==> src/rtl/uart_pkg.sv <==
// Shared UART definitions: receiver state encoding, oversampling ratio and
// the baud divisor helper that the TX and RX sides both use.
package uart_pkg;

    typedef enum logic [2:0] {
        IDLE,
        START,
        DATA,
        PARITY,
        STOP
    } rx_state_t;

    localparam int OVERSAMPLE = 16;

    // System clocks per oversample tick, truncated toward zero.
    function automatic int baud_div(input int clock_freq, input int baud);
        return clock_freq / (baud * OVERSAMPLE);
    endfunction

endpackage

==> src/rtl/uart_sync_fifo.sv <==
// Single-clock FIFO with power-of-two depth. The occupancy counter has one extra
// bit so that full and empty are distinct. The read side is a show-ahead
// (combinational) head, forced to zero while the FIFO is empty.
module uart_sync_fifo #(
    parameter int DEPTH = 8,
    parameter int WIDTH = 8
) (
    input  logic                     clock,
    input  logic                     reset,
    input  logic                     push,
    input  logic [WIDTH-1:0]         push_data,
    input  logic                     pop,
    output logic [WIDTH-1:0]         pop_data,
    output logic                     full,
    output logic                     empty,
    output logic [$clog2(DEPTH):0]   count
);

    localparam int AW    = $clog2(DEPTH);
    localparam int CNT_W = AW + 1;
    localparam logic [AW-1:0]    PTR_ONE = AW'(1);
    localparam logic [CNT_W-1:0] CNT_ONE = CNT_W'(1);

    logic [WIDTH-1:0] mem_q [DEPTH];
    logic [AW-1:0]    wr_ptr_q, wr_ptr_d;
    logic [AW-1:0]    rd_ptr_q, rd_ptr_d;
    logic [CNT_W-1:0] count_q, count_d;
    logic             do_push;
    logic             do_pop;

    assign full     = (count_q == CNT_W'(DEPTH));
    assign empty    = (count_q == '0);
    assign count    = count_q;
    assign pop_data = empty ? '0 : mem_q[rd_ptr_q];

    // A pop frees a slot in the same cycle, so a full FIFO still accepts a push that is paired with a pop.
    always_comb begin
        do_pop   = pop && !empty;
        do_push  = push && (!full || do_pop);
        wr_ptr_d = wr_ptr_q;
        rd_ptr_d = rd_ptr_q;
        count_d  = count_q;
        if (do_push) begin
            wr_ptr_d = wr_ptr_q + PTR_ONE;
        end
        if (do_pop) begin
            rd_ptr_d = rd_ptr_q + PTR_ONE;
        end
        if (do_push && !do_pop) begin
            count_d = count_q + CNT_ONE;
        end else if (do_pop && !do_push) begin
            count_d = count_q - CNT_ONE;
        end
    end

    // Pointer and occupancy registers; reset empties the FIFO.
    always_ff @(posedge clock) begin
        if (reset) begin
            wr_ptr_q <= '0;
            rd_ptr_q <= '0;
            count_q  <= '0;
        end else begin
            wr_ptr_q <= wr_ptr_d;
            rd_ptr_q <= rd_ptr_d;
            count_q  <= count_d;
        end
    end

    // Storage array is written without reset; stale entries are never visible past the empty gate.
    always_ff @(posedge clock) begin
        if (do_push) begin
            mem_q[wr_ptr_q] <= push_data;
        end
    end

endmodule

==> src/rtl/uart_rx_buffered.sv <==
// 16x-oversampled UART receiver with 7/8/9 majority sampling, optional parity,
// framing/overrun reporting and a valid/ready output FIFO.
module uart_rx_buffered
    import uart_pkg::*;
#(
    parameter int CLOCK_FREQ = 50_000_000,
    parameter int BAUD_RATE  = 9600,
    parameter int DATA_BITS  = 8,
    parameter int PARITY_EN  = 0,
    parameter int PARITY_ODD = 0,
    parameter int FIFO_DEPTH = 8
) (
    input  logic                          clock,
    input  logic                          reset,
    input  logic                          rx,
    output logic [DATA_BITS-1:0]          rx_data,
    output logic                          rx_valid,
    input  logic                          rx_ready,
    output logic [$clog2(FIFO_DEPTH):0]   rx_count,
    output logic                          frame_err,
    output logic                          parity_err,
    output logic                          overrun
);

    localparam int DIV   = baud_div(CLOCK_FREQ, BAUD_RATE);
    localparam int DIV_W = $clog2(DIV + 1);
    localparam logic [DIV_W-1:0] DIV_LAST = DIV_W'(DIV - 1);
    localparam logic [DIV_W-1:0] DIV_ONE  = DIV_W'(1);
    localparam logic [3:0]       LAST_BIT = 4'(DATA_BITS - 1);
    localparam logic             ODD      = (PARITY_ODD != 0);

    logic                 sync1_q, sync1_d;
    logic                 sync2_q, sync2_d;
    logic                 prev_q, prev_d;
    rx_state_t            state_q, state_d;
    logic [DIV_W-1:0]     div_q, div_d;
    logic [3:0]           tick_idx_q, tick_idx_d;
    logic [3:0]           bit_idx_q, bit_idx_d;
    logic [DATA_BITS-1:0] shift_q, shift_d;
    logic                 samp7_q, samp7_d;
    logic                 samp8_q, samp8_d;
    logic                 par_bad_q, par_bad_d;
    logic                 stop_ok_q, stop_ok_d;
    logic                 done_q, done_d;
    logic                 frame_err_q, frame_err_d;
    logic                 parity_err_q, parity_err_d;
    logic                 overrun_q, overrun_d;

    logic tick;
    logic majority;
    logic mid_tick;
    logic last_tick;
    logic good_byte;
    logic fifo_full;
    logic fifo_empty;
    logic fifo_pop;
    logic fifo_push;

    assign tick      = (state_q != IDLE) && (div_q == DIV_LAST);
    assign mid_tick  = tick && (tick_idx_q == 4'd9);
    assign last_tick = tick && (tick_idx_q == 4'd15);
    assign majority  = (samp7_q & samp8_q) | (samp7_q & sync2_q) | (samp8_q & sync2_q);
    assign good_byte = done_q && stop_ok_q && !par_bad_q;
    assign fifo_pop  = !fifo_empty && rx_ready;
    assign fifo_push = good_byte && (!fifo_full || fifo_pop);

    assign rx_valid   = !fifo_empty;
    assign frame_err  = frame_err_q;
    assign parity_err = parity_err_q;
    assign overrun    = overrun_q;

    uart_sync_fifo #(
        .DEPTH (FIFO_DEPTH),
        .WIDTH (DATA_BITS)
    ) u_fifo (
        .clock     (clock),
        .reset     (reset),
        .push      (fifo_push),
        .push_data (shift_q),
        .pop       (fifo_pop),
        .pop_data  (rx_data),
        .full      (fifo_full),
        .empty     (fifo_empty),
        .count     (rx_count)
    );

    // Next-state logic: synchronizer, tick generator, frame FSM and the one-cycle disposition of a finished frame.
    always_comb begin
        sync1_d      = rx;
        sync2_d      = sync1_q;
        prev_d       = sync2_q;
        state_d      = state_q;
        div_d        = div_q;
        tick_idx_d   = tick_idx_q;
        bit_idx_d    = bit_idx_q;
        shift_d      = shift_q;
        samp7_d      = samp7_q;
        samp8_d      = samp8_q;
        par_bad_d    = par_bad_q;
        stop_ok_d    = stop_ok_q;
        done_d       = 1'b0;
        frame_err_d  = done_q && !stop_ok_q;
        parity_err_d = done_q && stop_ok_q && par_bad_q;
        overrun_d    = good_byte && fifo_full && !fifo_pop;

        if (state_q == IDLE) begin
            div_d      = '0;
            tick_idx_d = '0;
            if (prev_q && !sync2_q) begin
                state_d   = START;
                bit_idx_d = '0;
                par_bad_d = 1'b0;
            end
        end else begin
            div_d = tick ? '0 : (div_q + DIV_ONE);
            if (tick) begin
                tick_idx_d = tick_idx_q + 4'd1;
                if (tick_idx_q == 4'd7) begin
                    samp7_d = sync2_q;
                end
                if (tick_idx_q == 4'd8) begin
                    samp8_d = sync2_q;
                end
            end
            case (state_q)
                START: begin
                    if (mid_tick && majority) begin
                        state_d = IDLE;
                    end else if (last_tick) begin
                        state_d = DATA;
                    end
                end
                DATA: begin
                    if (mid_tick) begin
                        shift_d = {majority, shift_q[DATA_BITS-1:1]};
                    end
                    if (last_tick) begin
                        if (bit_idx_q == LAST_BIT) begin
                            state_d = (PARITY_EN != 0) ? PARITY : STOP;
                        end else begin
                            bit_idx_d = bit_idx_q + 4'd1;
                        end
                    end
                end
                PARITY: begin
                    if (mid_tick) begin
                        par_bad_d = ((^shift_q) ^ majority) != ODD;
                    end
                    if (last_tick) begin
                        state_d = STOP;
                    end
                end
                STOP: begin
                    if (mid_tick) begin
                        stop_ok_d = majority;
                        done_d    = 1'b1;
                        state_d   = IDLE;
                    end
                end
                default: begin
                    state_d = IDLE;
                end
            endcase
        end
    end

    // State registers; the synchronizer and edge detector reset to the idle-high line level.
    always_ff @(posedge clock) begin
        if (reset) begin
            sync1_q      <= 1'b1;
            sync2_q      <= 1'b1;
            prev_q       <= 1'b1;
            state_q      <= IDLE;
            div_q        <= '0;
            tick_idx_q   <= '0;
            bit_idx_q    <= '0;
            shift_q      <= '0;
            samp7_q      <= 1'b1;
            samp8_q      <= 1'b1;
            par_bad_q    <= 1'b0;
            stop_ok_q    <= 1'b0;
            done_q       <= 1'b0;
            frame_err_q  <= 1'b0;
            parity_err_q <= 1'b0;
            overrun_q    <= 1'b0;
        end else begin
            sync1_q      <= sync1_d;
            sync2_q      <= sync2_d;
            prev_q       <= prev_d;
            state_q      <= state_d;
            div_q        <= div_d;
            tick_idx_q   <= tick_idx_d;
            bit_idx_q    <= bit_idx_d;
            shift_q      <= shift_d;
            samp7_q      <= samp7_d;
            samp8_q      <= samp8_d;
            par_bad_q    <= par_bad_d;
            stop_ok_q    <= stop_ok_d;
            done_q       <= done_d;
            frame_err_q  <= frame_err_d;
            parity_err_q <= parity_err_d;
            overrun_q    <= overrun_d;
        end
    end

endmodule

==> config.mk <==
export PLATFORM = sky130hd
export DESIGN_NAME = uart_rx_buffered
export DESIGN_NICKNAME = d
export VERILOG_FILES = /design/src/rtl/uart_pkg.sv /design/src/rtl/uart_sync_fifo.sv /design/src/rtl/uart_rx_buffered.sv
export SDC_FILE = /design/constraint.sdc
export NUM_CORES = 1
export LEC_CHECK = 0
export CAP_MARGIN = 20
export CORE_UTILIZATION = 43
export CTS_CLUSTER_SIZE = 8
export DETAILED_ROUTE_END_ITERATION = 10
export HOLD_SLACK_MARGIN = 0.15
export SETUP_SLACK_MARGIN = 0.05
export SLEW_MARGIN = 20
export SYNTH_ARGS = -nofsm -noshare
export SYNTH_HDL_FRONTEND = slang
export SYNTH_SLANG_ARGS = --single-unit
==> constraint.sdc <==
create_clock -name clock -period 3.2 [get_ports clock]
set_input_delay 0.64 -clock clock [delete_from_list [all_inputs] [get_ports clock]]
set_output_delay 0.64 -clock clock [all_outputs]
set_load 0.005 [all_outputs]
==> impl_metrics.csv <==
group,metric,value,unit
sta,period_share,0.922,
critical_path,reg2reg_depth,11,
cells_and_area,layout_commonest_cell,"edfxtp_1",
floorplanning,initial_utilization,0.444,
min_path,min_to,"prev_d",
yosys,synthCells,365,
min_path,holdCritStartpoint,"sync1_q",
global_routing,grt_pass1_wl,14300,um
placed_design,io_buffers,19,
sta,maxSlewViolCount,0,
global_routing,grt_overflow_total,0,
sta,report.final.setup_viol,0,
critical_path,r2r_end,"u_fifo.count[3]",
floorplanning,rows,38,
drt,first_iter_violations,130,
power,powerDensity,690,nW/um^2
critical_path,rrSetupSlack,0.71,ns
floorplanning,die_area,11700,um^2
sta,rsz0062_at_grt,"no",
sta,tightest_slew,0.582,ns
critical_path,cp.required,2.56,ns
sta,clock-skew-final,0.0101,ns
cts,cts_sinks,116,
cts,post_cts_buffers,0,
cts,cts_buffer_depth,2,
floorplanning,die_width,108,um
drt,antenna_left,0,
sta,relSlewSlack,0.611,
critical_path,critPathKind,"reg -> out",
global_routing,grt_pass1_vias,2849,
status,outcome,"finished, final reports clean",
sta,hold_viol_final,0,
placed_design,hpwl,5680,um
floorplanning,io_pins,20,
cells_and_area,layout_common_cells,"edfxtp_1, dfxtp_1, nor2_1",
floorplanning,core-area,10900,um^2
critical_path,critPathCaptureType,"primary output",
yosys,synth_area_per_cell,13.2,um^2
drt,vias,2865,
cells_and_area,layout-area-overhead-vs-synth,20.5,%
yosys,ys_warn_count,0,
critical_path,critPathLaunchType,"register",
drt,routedWlPerCell,15.6,um
yosys,synth_ff_type,"edfxtp_1",
sta,tns,0,ns
cts,hold_buffers,0,
cells_and_area,nNetsFinal,420,
cts,clkTransAtPathRegs,0.06,ns
drt,drt_wl_total,8680,um
yosys,synth-seq-area-share,0.613,
global_routing,antenna_found_initial,0,
cts,htreeDepth,4,
critical_path,critPathMaxFanout,16,
sta,hold_ws,0.422,ns
global_routing,track_usage,0.168,
yosys,syn_area,4830,um^2
yosys,synth_seq_cells,116,
cts,insertion_delay,0.51,ns
yosys,synth_edf_count,64,
global_routing,grt_max_degree,21,
min_path,hold_depth,1,
power,irDropWorstVdd,0.307,mV
cts,cts_made_buffers,17,
yosys,synth.distinct_cells,48,
cts,cts_root_buf,"clkbuf_8",
critical_path,worst_r2r_startpoint,"u_fifo.count[0]",
yosys,synth_nets,381,
cells_and_area,drive_above_1_share,0.163,
min_path,hold_class,"reg -> reg",
floorplanning,die_h,108,um
critical_path,cp.arrival,2.31,ns
job,max_cap_viol_count,0,
power,leakage,2.04,nW
drt,drcViolationCount,0,
drt,drt_first_pass_iters,4,
drt,viasPerCell,5.14,
cts,cts_tree,"yes",
cells_and_area,diodes,0,
placed_design,place_congestion,0.741,
sta,timing.fmax,339,MHz
sta,fin_crit,2.95,ns
yosys,async_reset_ff_frac,0,
-- where the power goes --
part | switching, mW | internal [mW] | total (mW) | leakage [nW]
registers | 0.0422 | 1.59 | 1.63 | 1.01
clock network | 0.655 | 1.18 | 1.84 | 0.276
logic | 0.241 | 0.315 | 0.556 | 0.749
-- worst max path at each step --
stage	from	endpoint	slack, ns
after floorplan	rx_ready	u_fifo.count[3]	0.68
after global placement	rx_ready	u_fifo.count[3]	0.28
after detailed placement	rx_ready	u_fifo.count[3]	0.19
after CTS	register	rx_data[4]	0.10
after global routing	register	rx_data[4]	0.06
final	register	rx_data[4]	0.25
-- cells in the mapped netlist, types with 11 or more instances --
library cell,number,share of area
xor2_1,11,0.020
xnor2_1,14,0.025
nor2_1,50,0.039
dfxtp_1,52,0.22
mux4_2,16,0.075
ha_1,11,0.028
edfxtp_1,64,0.40
mux2i_1,21,0.043
nand2_1,14,0.011
nand3_1,16,0.017
-- stage by stage --
step | setup slack, ns | instances | power (mW) | area [um^2] | util
final | 0.250 | 557 | 4.02 | 5830 | 0.535
after floorplan | 0.680 | 365 | 1.99 | 4830 | -
after detailed placement | 0.187 | 525 | 2.22 | 5250 | 0.482
after global placement | 0.276 | 525 | 2.21 | 5250 | 0.482
after global routing | 0.0640 | 557 | 4.19 | 5830 | 0.535
after CTS | 0.101 | 557 | 4.07 | 5820 | 0.535
-- per-layer routing --
layer,up-vias,GRT usage,share of wire
li1,1406,-,-
met1,1405,0.202,0.46
met2,44,0.282,0.50
met3,10,0.0470,0.031
met4,0,0.0714,0.012
met5,-,0,0
-- timing repair --
action	in CTS	in global routing
setup endpoints to repair	0	1
gates resized for setup	0	1
endpoints found under the hold margin	0	0
-- critical path: stages, from the launching register on --
cell             delay, ns
dfxtp_1               0.32
buf_6                 0.24
mux4_2                0.53
mux2i_1               0.17
nor2_1                0.08
clkdlybuf4s50_1       0.45
-- cell families (layout without fill, tap and decap cells) --
kind of cell,count (synthesis),after routing,share of synthesized area
and+or+nand+nor,131,131,0.143
AOI/OAI and AO/OA,20,20,0.0241
DFF,116,116,0.613
muxes,38,38,0.120
xor gates and xnor gates,25,25,0.0453
buffers and inverters,22,74,0.0194
adders and majority gates,13,13,0.0347
-- state kept, by name, indices dropped and copies added (netlist names), 3 cells and up, named ones only --
signal           cells
u_fifo.mem_q        64
div_q                9
shift_q              8
bit_idx_q            4
tick_idx_q           4
u_fifo.count         4
state_q              3
u_fifo.rd_ptr_q      3
u_fifo.wr_ptr_q      3
-- cell type report --
class	instances	area [um^2]
Tap cell	140	175
Fill cell	938	5060
Timing Repair Buffer	33	299
Inverter	9	33.8
Clock inverter	13	158
Sequential cell	116	2960
Multi-Input combinational cell	227	1780
Clock buffer	19	422
Power figures use the tool's default switching activity.
